--- config.mk ---
export PLATFORM = sky130hd
export DESIGN_NAME = mem_port_arbiter
export DESIGN_NICKNAME = d
export VERILOG_FILES = /design/src/rtl/mem_port_arbiter_pkg.sv /design/src/rtl/mem_port_arbiter_starve_counter.sv /design/src/rtl/mem_port_arbiter.sv
export SDC_FILE = /design/constraint.sdc
export NUM_CORES = 1
export LEC_CHECK = 0
export ABC_AREA = 1
export ABC_CLOCK_PERIOD_IN_PS = 4300
export BUFFER_PORTS_ARGS = -buffer_cell sky130_fd_sc_hd__buf_2
export CAP_MARGIN = 40
export CORE_MARGIN = 2
export CORE_UTILIZATION = 50
export DETAILED_ROUTE_END_ITERATION = 16
export GPL_TIMING_DRIVEN = 0
export PLACE_DENSITY = 0.85
export SETUP_SLACK_MARGIN = 0.15
export SLEW_MARGIN = 10
export SYNTH_ARGS = -nofsm -noshare
export SYNTH_HDL_FRONTEND = slang
export SYNTH_SLANG_ARGS = --single-unit
--- constraint.sdc ---
create_clock -name clk -period 4.3 [get_ports clk]
set_input_delay 0.43 -clock clk [delete_from_list [all_inputs] [get_ports clk]]
set_output_delay 0.43 -clock clk [all_outputs]
set_load 0.05 [all_outputs]
--- src/rtl/mem_port_arbiter_pkg.sv ---
// Shared types and defaults for the instruction/data memory port arbiter.
// Imported by the arbiter top and its starvation counter.
package mem_port_arbiter_pkg;

   localparam int ADDR_W_DEF      = 32;
   localparam int DATA_W_DEF      = 32;
   localparam int MAX_IF_WAIT_DEF = 4;

   typedef enum logic [1:0] {
      IDLE,
      IF_BUSY,
      MEM_BUSY,
      IF_DROP
   } arb_state_t;

endpackage

--- src/rtl/mem_port_arbiter_starve_counter.sv ---
// Saturating count of MEM grants taken while a fetch was waiting.
// Cleared when the fetch finally wins; sat forces the next IF grant.
module mem_port_arbiter_starve_counter
   import mem_port_arbiter_pkg::*;
#(
   parameter int MAX = MAX_IF_WAIT_DEF
) (
   input  logic clk,
   input  logic rst,
   input  logic inc,
   input  logic clr,
   output logic sat
);

   localparam int W = $clog2(MAX + 2);

   logic [W-1:0] cnt;

   assign sat = (cnt == W'(MAX));

   // count skipped fetch opportunities, hold at the limit
   always_ff @(posedge clk or negedge rst) begin
      if (!rst) begin
         cnt <= '0;
      end else if (clr) begin
         cnt <= '0;
      end else if (inc && !sat) begin
         cnt <= cnt + W'(1);
      end
   end

endmodule

--- src/rtl/mem_port_arbiter.sv ---
// Shared memory port sequencer: arbitrates IF fetches against MEM
// loads/stores, drives the RAM handshake, and cancels stale fetches.
module mem_port_arbiter
   import mem_port_arbiter_pkg::*;
#(
   parameter int ADDR_W      = ADDR_W_DEF,
   parameter int DATA_W      = DATA_W_DEF,
   parameter int MAX_IF_WAIT = MAX_IF_WAIT_DEF
) (
   input  logic              clk,
   input  logic              rst,
   input  logic              if_req,
   input  logic [ADDR_W-1:0] if_addr,
   input  logic              branch_taken,
   output logic              if_valid,
   output logic [DATA_W-1:0] if_data,
   output logic              if_freeze,
   input  logic              mem_rd,
   input  logic              mem_wr,
   input  logic [ADDR_W-1:0] mem_addr,
   input  logic [DATA_W-1:0] mem_wdata,
   output logic              mem_done,
   output logic [DATA_W-1:0] mem_rdata,
   output logic              mem_freeze,
   output logic              ram_req,
   output logic              ram_we,
   output logic [ADDR_W-1:0] ram_addr,
   output logic [DATA_W-1:0] ram_wdata,
   input  logic              ram_ready,
   input  logic [DATA_W-1:0] ram_rdata
);

   arb_state_t state;
   arb_state_t state_nxt;

   logic mem_any;
   logic skip_sat;
   logic grant_if;
   logic grant_mem;
   logic if_fin;
   logic mem_fin;

   assign mem_any    = mem_rd | mem_wr;
   assign if_freeze  = if_req & ~if_valid;
   assign mem_freeze = mem_any & ~mem_done;

   mem_port_arbiter_starve_counter #(
      .MAX (MAX_IF_WAIT)
   ) u_starve (
      .clk (clk),
      .rst (rst),
      .inc (grant_mem & if_req),
      .clr (grant_if),
      .sat (skip_sat)
   );

   // state register
   always_ff @(posedge clk or negedge rst) begin
      if (!rst) begin
         state <= IDLE;
      end else begin
         state <= state_nxt;
      end
   end

   // grant decision, completion detection and next state
   always_comb begin
      state_nxt = state;
      grant_if  = 1'b0;
      grant_mem = 1'b0;
      if_fin    = 1'b0;
      mem_fin   = 1'b0;
      unique case (state)
         IDLE: begin
            if (if_req && (!mem_any || skip_sat)) begin
               grant_if  = 1'b1;
               state_nxt = IF_BUSY;
            end else if (mem_any) begin
               grant_mem = 1'b1;
               state_nxt = MEM_BUSY;
            end
         end
         IF_BUSY: begin
            if (ram_ready) begin
               if_fin    = ~branch_taken;
               state_nxt = IDLE;
            end else if (branch_taken) begin
               state_nxt = IF_DROP;
            end
         end
         MEM_BUSY: begin
            if (ram_ready) begin
               mem_fin   = 1'b1;
               state_nxt = IDLE;
            end
         end
         IF_DROP: begin
            if (ram_ready) begin
               state_nxt = IDLE;
            end
         end
         default: state_nxt = IDLE;
      endcase
   end

   // RAM request side and registered result/pulse outputs
   always_ff @(posedge clk or negedge rst) begin
      if (!rst) begin
         ram_req   <= 1'b0;
         ram_we    <= 1'b0;
         ram_addr  <= '0;
         ram_wdata <= '0;
         if_valid  <= 1'b0;
         if_data   <= '0;
         mem_done  <= 1'b0;
         mem_rdata <= '0;
      end else begin
         if_valid <= if_fin;
         mem_done <= mem_fin;
         if (if_fin) begin
            if_data <= ram_rdata;
         end
         if (mem_fin && !ram_we) begin
            mem_rdata <= ram_rdata;
         end
         if (grant_if) begin
            ram_req  <= 1'b1;
            ram_we   <= 1'b0;
            ram_addr <= if_addr;
         end else if (grant_mem) begin
            ram_req   <= 1'b1;
            ram_we    <= mem_wr;
            ram_addr  <= mem_addr;
            ram_wdata <= mem_wdata;
         end else if (ram_ready) begin
            ram_req <= 1'b0;
         end
      end
   end

endmodule

# Yosys cells after proc, flatten, opt, wreduce, memory -nomap -nowiden
# Index checks and enable logic that the tools add are counted.
# op_classes
n_addsub,1
n_eq_ne,7
muxes,24
n_bitwise,8
n_reduce_logical,14
# ops
operator,n
two-way mux 32 bit,2
two-way mux 1 bit,14
two-way mux 2 bit,5
two-way mux 3 bit,2
"!= test 3 bit, second input constant",2
one-hot mux 2 bit (3 select lines),1
"== test 2 bit, second input constant",2
inverter 1 bit,4
nonzero test 2 bit,2
"adder 3 x 1 -> 3 bit, second input constant",1
AND 1 bit,3
"== test 3 bit, second input constant",1
logical AND 1 bit,3
logical NOT 1 bit,3
AND reduction 3 bit,1
nonzero test 3 bit,1
"== test 2 x 1 -> 1 bit, second input constant",1
logical NOT 2 bit,1
"!= test 2 x 1 -> 1 bit, second input constant",1
AND reduction 2 bit,1
OR reduction 2 bit,1
logical OR 1 bit,1
OR 1 bit,1
# word_totals
ff_bits,137
in_bits,135
output_inout_bits,134
wordCells,64

# Depth between registers and ports, before layout
# Gate-level depths: netlist of run 1.
# logic_depth
ltp_word,10
ltp_mapped,10
mapped_depth_nobuf,9

# By module
# Synthesis of run 1 repeated with hierarchy kept, for this count alone.
# unflattened
cells_unflattened,727
hier_area_um2,6032.0
# by_module_without_submodules
module,n_inst,cells_each,area_per_inst_um2,seq_area_each_um2
mem_port_arbiter,1,702,5846.9,3353.2
mem_port_arbiter_starve_counter,1,25,185.2,75.1

# Worst setup path before layout of run 1
# OpenSTA, ideal clock, no wires.
# synth_timing
path_kind,flip-flop to output port
start,reg if_valid
end,out if_freeze
t_arrival_ns,1.280
t_required_ns,3.870
setup_slack_ns,2.590
path_stages_with_launch,2
path_buffers,0
path_cell_list,dfrtp_1 -> nor2_1
# synth_via
elab_chain_cells,2
# synth_rtl
element,line,source
start: declaration,mem_port_arbiter.sv:15,"output logic if_valid,"
start signal: assignment,mem_port_arbiter.sv:118,if_valid <= if_fin;
inverter 1 bit,mem_port_arbiter.sv:44,assign if_freeze = if_req & ~if_valid;
AND 1 bit,mem_port_arbiter.sv:44,
end: declaration,mem_port_arbiter.sv:17,"output logic if_freeze,"
# No other way between the ends.

# Worst setup path after layout of run 1
# layout_timing
start,reg u_starve.cnt[0]
end,reg ram_wdata[18]
# layout_via
elab_chain_cells,7
word_cells_on_any_way,9
cone_classes,eq/ne: 1; mux: 4; bitwise: 1; reduce/logical: 3
# layout_rtl
element,line,source
start: declaration,mem_port_arbiter_starve_counter.sv:17,logic [W-1:0] cnt;
start signal: assignment,mem_port_arbiter_starve_counter.sv:28,cnt <= cnt + W'(1);
== test 3 bit (*),mem_port_arbiter_starve_counter.sv:19,assign sat = (cnt == W'(MAX));
logical OR 1 bit (*),mem_port_arbiter.sv:75,if (if_req && (!mem_any || skip_sat)) begin
logical AND 1 bit (*),mem_port_arbiter.sv:75,
two-way mux 1 bit,mem_port_arbiter.sv:75,
two-way mux 1 bit,mem_port_arbiter.sv:73,unique case (state)
inverter 1 bit (no line),-,
AND reduction 2 bit (no line) (*),-,
end signal: assignment,mem_port_arbiter.sv:134,ram_wdata <= mem_wdata;
end: declaration,mem_port_arbiter.sv:28,"output logic [DATA_W-1:0] ram_wdata,"
# Mark *: on every way between the ends. The rest lies on a longest branch, timed or not.
# A chain may end at the register's enable or synchronous reset.

==> impl.org, run 1 <==
** Critical path
- The worst setup path is captured at a register.
- Worst flop-to-flop path endpoint :: ram_wdata[18]
- For the worst setup path, the data arrival time is 2.12 ns.
- STA puts the critical path data required time at 4.66 ns.
- For flop-to-flop paths, the worst setup slack is 2.54 ns.
- Critical path fanouts, max :: 10
- In this run the critical register-to-register path is launched from u_starve.cnt[0].
- STA classifies the critical path startpoint as a register.
- Worst Path Class, Setup :: register to register
- The number of cells on the worst reg-to-reg path is 7.

** Routing
- Router iterations before antenna repair :: 4
- After detailed routing, the number of remaining DRC violations is 0.
- Routed via count :: 5578
- Iteration-0 DRC Markers :: 362
- For this block, the routed nets add up to 16200 um of wire.
- Routed len/inst :: 14.4 um
- In the routed layout, each cell is associated on average with a via count of 4.95.
- Once detail routing completed, the nets flagged for antenna violations numbered 0.

** Final layout
- In the final layout, the share of cells above drive strength 1 is 34.6%.
- The filler cells instantiated in the layout total 922.
- The repair_antennas step left the layout with diodes totalling 0.
- Commonest cells after routing, fill and taps aside :: 304 x sky130_fd_sc_hd__nand2_1, 290 x sky130_fd_sc_hd__buf_2, 137 x sky130_fd_sc_hd__dfrtp_1
- Layout overhead on the synthesized area :: 36.7%
- The final layout contains 1109 nets.
- Most frequent standard cell in the layout excluding fill and tap cells :: sky130_fd_sc_hd__nand2_1

** Timing
- Hold Vio Cnt, Final :: 0
- Setup-violating endpoint count in the final report :: 0
- Timing would allow up to 569 MHz.
- Across all hold checks on the routed design, the worst slack comes to 0.200 ns.
- Setup repair after global routing left no endpoint under its margin.
- Worst slew pin tran :: 0.566 ns
- Crit path time final :: 1.76 ns
- In the final timing run, aggregate negative setup slack is 0 ns.
- Measured against its own limit, the worst slew margin works out to 62.3%.
- The final critical path takes up 40.9% of the cycle.
- Number of slew-limit violations in the final report :: 0
- The clock arrives with 0.00812 ns of skew.

** Global routing
- Entering global routing, the biggest net connects 78 pins.
- Wire length of the first global-routing pass :: 26700 um
- Global routing used 27.0% of the available tracks across all layers.
- After global routing the overflow that remains totals 0.
- Number of antenna violations at the first check in global routing :: 0
- Number of global-route vias before repair :: 5673

** Outcome
- The run finished with clean final reports.

** Run
- Max capacitance violation total :: 0

** Pwr
- Overall power of the completed layout :: 7.82 mW
- Across the VDD grid, the largest voltage drop is 0.611 mV.
- Cell area power density :: 987 nW/um2
- The analysis attributes to cell leakage a power of 4.64 nW.

** Floorplan
- The floorplan step defined a die boundary enclosing 12500 um2.
- In this run the core area contains 39 standard-cell rows.
- Measured along the y axis, the die boundary spans 112 um.
- DIE WIDTH :: 112 um
- Number of ports placed on the die boundary :: 269
- After floorplanning, the core was sized to cover 11400 um2.
- Starting density of the core :: 51.0%

** Clocking
- After clock tree synthesis, the repair step resized 0 gates.
- In this run, CTS created clock tree buffers numbering 17.
- Clk slew on worst S/H paths :: 0.06 ns
- Maximum clock insertion buffer count :: 2
- Quantity of hold-fixing buffers added after cts :: 1
- TritonCTS built the clock tree.
- Buffer count from post-CTS setup fixing :: 0
- Counting every sink on the clock net gives 137.
- Number of levels in the clock H-tree :: 4
- Clock root buffer :: sky130_fd_sc_hd__clkbuf_16
- The clock reaches the later pin of the worst-skew pair after 0.43 ns.

** Yosys
- Cell area after synthesis :: 5800 um2
- Count of unique library cells instantiated by Yosys :: 25
- Yosys warnings :: 0
- Average instance area after synthesis :: 8.49 um2
- Register area share after synthesis :: 59.1%
- Synthesis handed over a netlist of 683 instances.
- In this run, synthesis produced a sequential element count of 137.
- The number of nets in the synthesized netlist is 820.

** Placed design
- Total of buffers placed on input and output ports :: 268
- Weighted congestion reported at the end of routability-driven placement :: 0.872
- Total half-perimeter wirelength after legalization and detailed placement :: 11900 um

** Hold path
- Min-delay worst type :: input port to register
- Hold Crit Endpoint :: ram_wdata[29]
- In this run the most critical hold path is launched from mem_wdata[29].
- Count of cells along the worst hold path :: 3
-- cell families after synthesis --
group | count (synthesis) | synth area share, %
adders and majority gates | 2 | 0.432
AOI/OAI and AO/OA | 106 | 9.58
DFF | 137 | 59.1
buffers and inverters | 83 | 6.32
and+or+nand+nor | 355 | 24.5
-- synthesized netlist by cell type, drive strengths merged --
library cell	instances	share of area, %
nand2	308	20
dfrtp	137	59
o21ai	102	9.1
inv	45	2.9
nand3	38	3.3
buf	28	2.8
clkbuf	10	0.65
nor2	7	0.67
a21oi	2	0.17
ha	2	0.43
nand4	1	0.11
nor3	1	0.17
o211ai	1	0.22
o21bai	1	0.13
-- worst max path at each step --
stage,from,end,slack [ns],cells after the start
2_1_floorplan,if_valid,if_freeze,2.59,1
3_3_place_gp,rst,ram_wdata[11],1.01,1
3_5_place_dp,mem_wr,ram_addr[4],2.54,7
4_1_cts,u_starve.cnt[0],ram_wdata[18],2.54,7
5_1_grt,u_starve.cnt[0],ram_wdata[1],2.34,7
6_report,u_starve.cnt[0],ram_wdata[18],2.54,7
-- power by group --
part           internal (mW)  leakage, nW  switching (mW)
combinational          0.921         2.65            3.30
sequential              1.90         1.73           0.321
clock                  0.813        0.266           0.564
-- routing by layer --
metal	vias to the layer above	routed length, um	GRT usage, %
met5	-	0	0
met4	0	646	14.3
met3	50	1070	6.59
met2	227	8070	45.8
met1	2571	6440	31.8
li1	2730	-	-
-- stage by stage --
stage	cell area [um2]	worst slack, ns	utilization (%)	instances
floorplan	5800	2.59	-	683
global placement	7320	1.01	64.4	1094
detailed placement	7350	2.54	64.7	1095
CTS	7930	2.54	69.7	1128
global route	7930	2.34	69.7	1128
finish	7930	2.54	69.7	1128
-- layout make-up --
cell class / count / area, um2 / area share [%]
Clock buffer: 19 / 443 / 5.59
Buffer: 38 / 198 / 2.49
Inverter: 45 / 169 / 2.13
Tap cell: 143 / 179 / 2.26
Multi-Input combinational cell: 463 / 2000 / 25.3
Timing Repair Buffer: 270 / 1390 / 17.5
Clock inverter: 13 / 123 / 1.55
Sequential cell: 137 / 3430 / 43.3
-- state kept, by name, summed over array words and instances, names as in the netlist --
signal and cells:
if_data 32, if_valid 1, mem_done 1, mem_rdata 32, ram_addr 32, ram_req 1, ram_wdata 32, ram_we 1
state 2, u_starve.cnt 3
-- critical path: stages, from the launching register on --
cell	delay [ns]
sky130_fd_sc_hd__dfrtp_1	0.38
sky130_fd_sc_hd__inv_1	0.10
sky130_fd_sc_hd__ha_1	0.15
sky130_fd_sc_hd__nand2_1	0.10
sky130_fd_sc_hd__o21ai_2	0.41
sky130_fd_sc_hd__clkbuf_1	0.35
sky130_fd_sc_hd__o21ai_0	0.14
sky130_fd_sc_hd__nand2_1	0.08
No activity file was read; power rests on OpenSTA's default activity.
==> run 2, diff against run 1 <==
--- a/config.mk
+++ b/config.mk
@@ -5,15 +5,15 @@
 export SDC_FILE = /design/constraint.sdc
 export NUM_CORES = 1
 export LEC_CHECK = 0
-export ABC_AREA = 1
-export ABC_CLOCK_PERIOD_IN_PS = 4300
+export ABC_AREA = 0
+export ABC_CLOCK_PERIOD_IN_PS = 1700
 export BUFFER_PORTS_ARGS = -buffer_cell sky130_fd_sc_hd__buf_2
 export CAP_MARGIN = 40
 export CORE_MARGIN = 2
-export CORE_UTILIZATION = 50
+export CORE_UTILIZATION = 46
 export DETAILED_ROUTE_END_ITERATION = 16
 export GPL_TIMING_DRIVEN = 0
-export PLACE_DENSITY = 0.85
+export PLACE_DENSITY = 0.8
 export SETUP_SLACK_MARGIN = 0.15
 export SLEW_MARGIN = 10
 export SYNTH_ARGS = -nofsm -noshare
==> constraint.sdc (replaced) <==
create_clock -name clk -period 1.7 [get_ports clk]
set_input_delay 0.17 -clock clk [delete_from_list [all_inputs] [get_ports clk]]
set_output_delay 0.17 -clock clk [all_outputs]
set_load 0.05 [all_outputs]
==> impl.org, run 2 <==
** Outcome
- The flow ran to the end, and the final reports show no timing, DRC or antenna violations.

** Yosys
- Leading cell types by count after synthesis :: 137 x sky130_fd_sc_hd__dfrtp_1, 85 x sky130_fd_sc_hd__mux2_2, 33 x sky130_fd_sc_hd__nand3b_1, 32 x sky130_fd_sc_hd__o221a_2, 11 x sky130_fd_sc_hd__buf_2
- The synthesized netlist cell count is 353 (-48%).
- Mapped Nets :: 490 (-40%)
- The area share of the largest cell type after synthesis came to 61.8% (+2.7 points).
- sky130_fd_sc_hd__dfrtp_1 is the most common cell in the netlist.
- Register area share after synthesis :: 61.8% (+2.7 points)
- Yosys warnings :: 0 (unchanged)
- The most used flip-flop cell after synthesis is sky130_fd_sc_hd__dfrtp_1.
- Post-synthesis async set-or-reset flop share :: 100% (unchanged)
- Synth area leader :: sky130_fd_sc_hd__dfrtp_1
- The number of library cell types mapped by synthesis is 30 (+20%).
- In the post-synthesis netlist, the biggest area contributors are sky130_fd_sc_hd__dfrtp_1 62%, sky130_fd_sc_hd__mux2_2 17%, sky130_fd_sc_hd__o221a_2 6.5%, sky130_fd_sc_hd__nand3b_1 4.5%, sky130_fd_sc_hd__mux2_4 2.7%.
- The average size of a mapped cell was 15.7 um2 (+85%).
- The number of synthesized flops with an enable pin is 0 (unchanged).
- Yosys reg bits :: 137 (unchanged)
- Cell area after synthesis :: 5550 um2 (-4.3%)

** Timing
- Upper clock frequency limit :: 608 MHz (+6.8%)
- The worst-case headroom to the max-slew limit came to 50.6% (-12 points).
- RSZ-0062 raised after global routing :: true
- The number of max-slew violations in the final report was 0 (unchanged).
- The transition time at the pin with the least slew margin was 0.741 ns (+0.175 ns).
- Final clock period utilization by the worst path :: 96.7% (+56 points)
- The number of hold violations in the final report was 0 (unchanged).
- The worst hold-check slack is 0.0124 ns (-0.188 ns).
- Setup-violating endpoint count in the final report :: 0 (unchanged)
- The post-route minimum period was 1.64 ns (-0.112 ns).
- Final Skew :: 0.00570 ns (-0.00242 ns)

** Global routing
- The wire length of the first global-routing pass is 24400 um (-8.9%).
- The total routing resource utilization after global routing was 24.6% (-2.4 points).
- The total grt overflow was 0 (unchanged).
- Largest net degree at the start of global routing :: 79 (+1.3%)
- Number of global-route vias before repair :: 4744 (-16%)
- Number of antenna violations at the first check in global routing :: 1 (+1)

** Floorplan
- The die area came to 13000 um2 (+3.9%).
- Number of placement rows :: 40 (+2.6%)
- Die outline height :: 114 um (+1.9%)
- Placeable core area :: 11900 um2 (+4.8%)
- The horizontal die dimension came to 114 um (+1.9%).
- The count of boundary I/O pins was 269 (unchanged).
- The initial cell density of the core is 46.6% (-4.4 points).

** Routing
- The total routed wirelength came to 17400 um (+7.4%).
- The number of nets with antenna violations after detailed routing is 0 (unchanged).
- The starting DRC count in detailed routing is 292 (-19%).
- The via density per instance was 5.17 (+4.6%).
- The mean routed wirelength per cell was 19.7 um (+37%).
- Router iterations before antenna repair :: 4 (unchanged)
- The total number of vias was 4574 (-18%).
- DRC viols :: 0 (unchanged)

** Hold path
- In this run the worst hold path is classified as input port to register.

** Clocking
- The clock latency of the later-clocked register in the worst-skew pair came to 0.41 ns (-0.02 ns).
- The maximum clock path buffer count was 2 (unchanged).
- Number of CTS-inserted buffers :: 17 (unchanged)
- The number of H-tree branching levels is 4 (unchanged).
- The clock sink count is 137 (unchanged).
- Clk slew on worst S/H paths :: 0.05 ns (about the same)
- The cell sitting at the root of the clock tree is a sky130_fd_sc_hd__clkbuf_16.
- Clock tree from TritonCTS :: built

** Final layout
- Area taken by multi-input logic gates :: 2180 um2 (+8.8%)
- Fraction of layout cells with a size suffix above 1 :: 66.0% (+31 points)
- Number of nets in the layout :: 860 (-22%)
- Commonest cells after routing, fill and taps aside :: 269 x sky130_fd_sc_hd__buf_2, 135 x sky130_fd_sc_hd__dfrtp_1, 61 x sky130_fd_sc_hd__mux2_4
- Layout overhead on the synthesized area :: 61.8%
- The cell area after layout came to 8980 um2 (+13%).
- The final cell utilization of the core was 75.4% (+5.7 points).
- Area occupied by registers :: 3430 um2 (about the same)
- Filler cell count :: 746 (-19%)
- Most frequent standard cell in the layout excluding fill and tap cells :: sky130_fd_sc_hd__buf_2
- The non-filler instance count after layout was 884 (-22%).

** Critical path
- Worst Path Class, Setup :: register to register
- The data arrival time of the critical path is 1.93 ns (-0.19 ns).
- The setup slack of the most critical reg-to-reg path is 0.06 ns (-2.49 ns).
- The worst stage delay on the critical path is 0.40 ns (about the same).
- Among all stages on the critical path, the largest delay is contributed by sky130_fd_sc_hd__dfrtp_1.
- Critical path fanouts, max :: 10 (unchanged)
- The worst setup path is captured at a register.
- The required time of the critical path came to 1.99 ns (-2.67 ns).
- Traced cell by cell, the critical path runs through inv_2 > ha_4 > nand3_2 > nand3b_1 > buf_6 > buf_8 > mux2_2.
- Critical path launch point type :: register

** Pwr
- The register share of total power came to 26.5% (-1.9 points).
- The switching power summed over all nets was 10.4 mW (+150%).
- The power per cell area was 2460 nW/um2 (+150%).
- The static leakage power came to 4.39 nW (-5.4%).
- Power Internal :: 11.7 mW (+220%)
- The maximum vdd ir drop came to 1.89 mV (+210%).
- The switching share of power came to 47.2% (-6.3 points).
- The total power was 22.1 mW (+180%).
- The part of the total power dissipated in the clock network was 17.2% (-0.4 points).
- Power share of the combinational group :: 56.3% (+2.4 points)

** Run
- Max capacitance violation total :: 0 (unchanged)

** Placed design
- Weighted congestion reported at the end of routability-driven placement :: 0.833 (-4.5%)
- The total placed cells including tap cells is 769 (-30%).
- The detailed placer's ending HPWL came to 10800 um (-9.0%).
- The count of buffers inserted at the top-level ports was 268 (unchanged).
- Placed Instance Area :: 7110 um2 (-3.3%)
-- run 2: cell count changes in the layout (fill, tap and decap cells not counted), sizes merged, moves of 14 or more --
cell,previous run,this run
mux2,0,96
o21ai,102,3
buf,297,311
nand3b,0,33
inv,47,4
nand2,308,1
nand3,38,1
o221a,0,32
dlygate4sd3,1,56
-- run 2: critical path, delay by kind of cell (launching register included) --
kind	cells	cell delay (ns)
adder cells (fa/ha/maj)	1	0.14
flip-flops	1	0.40
multiplexers	1	0.34
AND/OR/NAND/NOR	2	0.18
buffers and inverters	3	0.45
-- run 2: power by group through the flow --
stage	sequential (mW)	clock (mW)	combinational (mW)
finish	5.85	3.80	12.4
global route	6.04	3.99	12.9
CTS	5.76	3.85	11.7
detailed placement	5.79	0	11.0
global placement	5.66	0	10.8
floorplan	11.3	0	2.84
-- run 2: path summary, 6_finish.rpt --
path / startpoint / endpoint / cells past startpoint
setup / recovery: u_starve.cnt[1] / ram_wdata[23] / 7
min in group asynchronous: rst / if_data[7] / 2
hold / removal: ram_rdata[23] / mem_rdata[23] / 2
max in group asynchronous: rst / ram_addr[25] / 3
hold reg to reg: ram_req / ram_req / 1
setup reg to reg: u_starve.cnt[1] / ram_wdata[23] / 7
-- run 2: cells by family (layout without fill, tap and decap cells) --
kind of cell    count (synthesis)  in the layout  share of synthesized area [%]
compound gates                 44             44                           7.98
fa+ha+maj                       2              2                          0.451
buf+inv                        27            410                           3.09
flops                         137            137                           61.8
mux                            97             97                           20.3
other cells                     0              1                              0
simple gates                   46             46                           6.34
-- run 2: stage by stage --
| step | worst slack [ns] | setup TNS [ns] |
|---|---|---|
| after global routing | -0.000644 | -0.000644 |
| after floorplan | 0.181 | 0 |
| final | 0.0557 | 0 |
| after global placement | -1.28 | -176.18 |
| after detailed placement | -0.221 | -3.96 |
| after CTS | 0.0854 | 0 |
-- run 2: final cells by class --
type / instances / area share [%]
clock buffer: 25 / 5.63
clock inverter: 7 / 1.25
buffer: 23 / 3.15
multi-input combinational: 189 / 24.3
tap: 147 / 2.05
antenna: 1 / 0.0279
inverter: 4 / 0.167
sequential: 137 / 38.2
timing repair buffer: 351 / 25.3
-- run 2: routing by layer --
| layer | share of wire, % | up-vias | global-route usage (%) |
|---|---|---|---|
| met1 | 40 | 2309 | 29.5 |
| li1 | - | 2056 | - |
| met4 | 2.3 | 0 | 8.29 |
| met3 | 5.0 | 33 | 7.70 |
| met5 | 0 | - | 0 |
| met2 | 52 | 176 | 42.2 |
-- run 2: what timing repair did --
| item | in CTS | in global routing |
|---|---|---|
| endpoints found under the hold margin | 132 | 9 |
| buffers inserted | 15 | 5 |
| gates resized for setup | 36 | 79 |
| pin swaps | 3 | 0 |
| hold buffers | 47 | 9 |
| cloned | 2 | 4 |
| endpoints found under the setup margin | 125 | 127 |
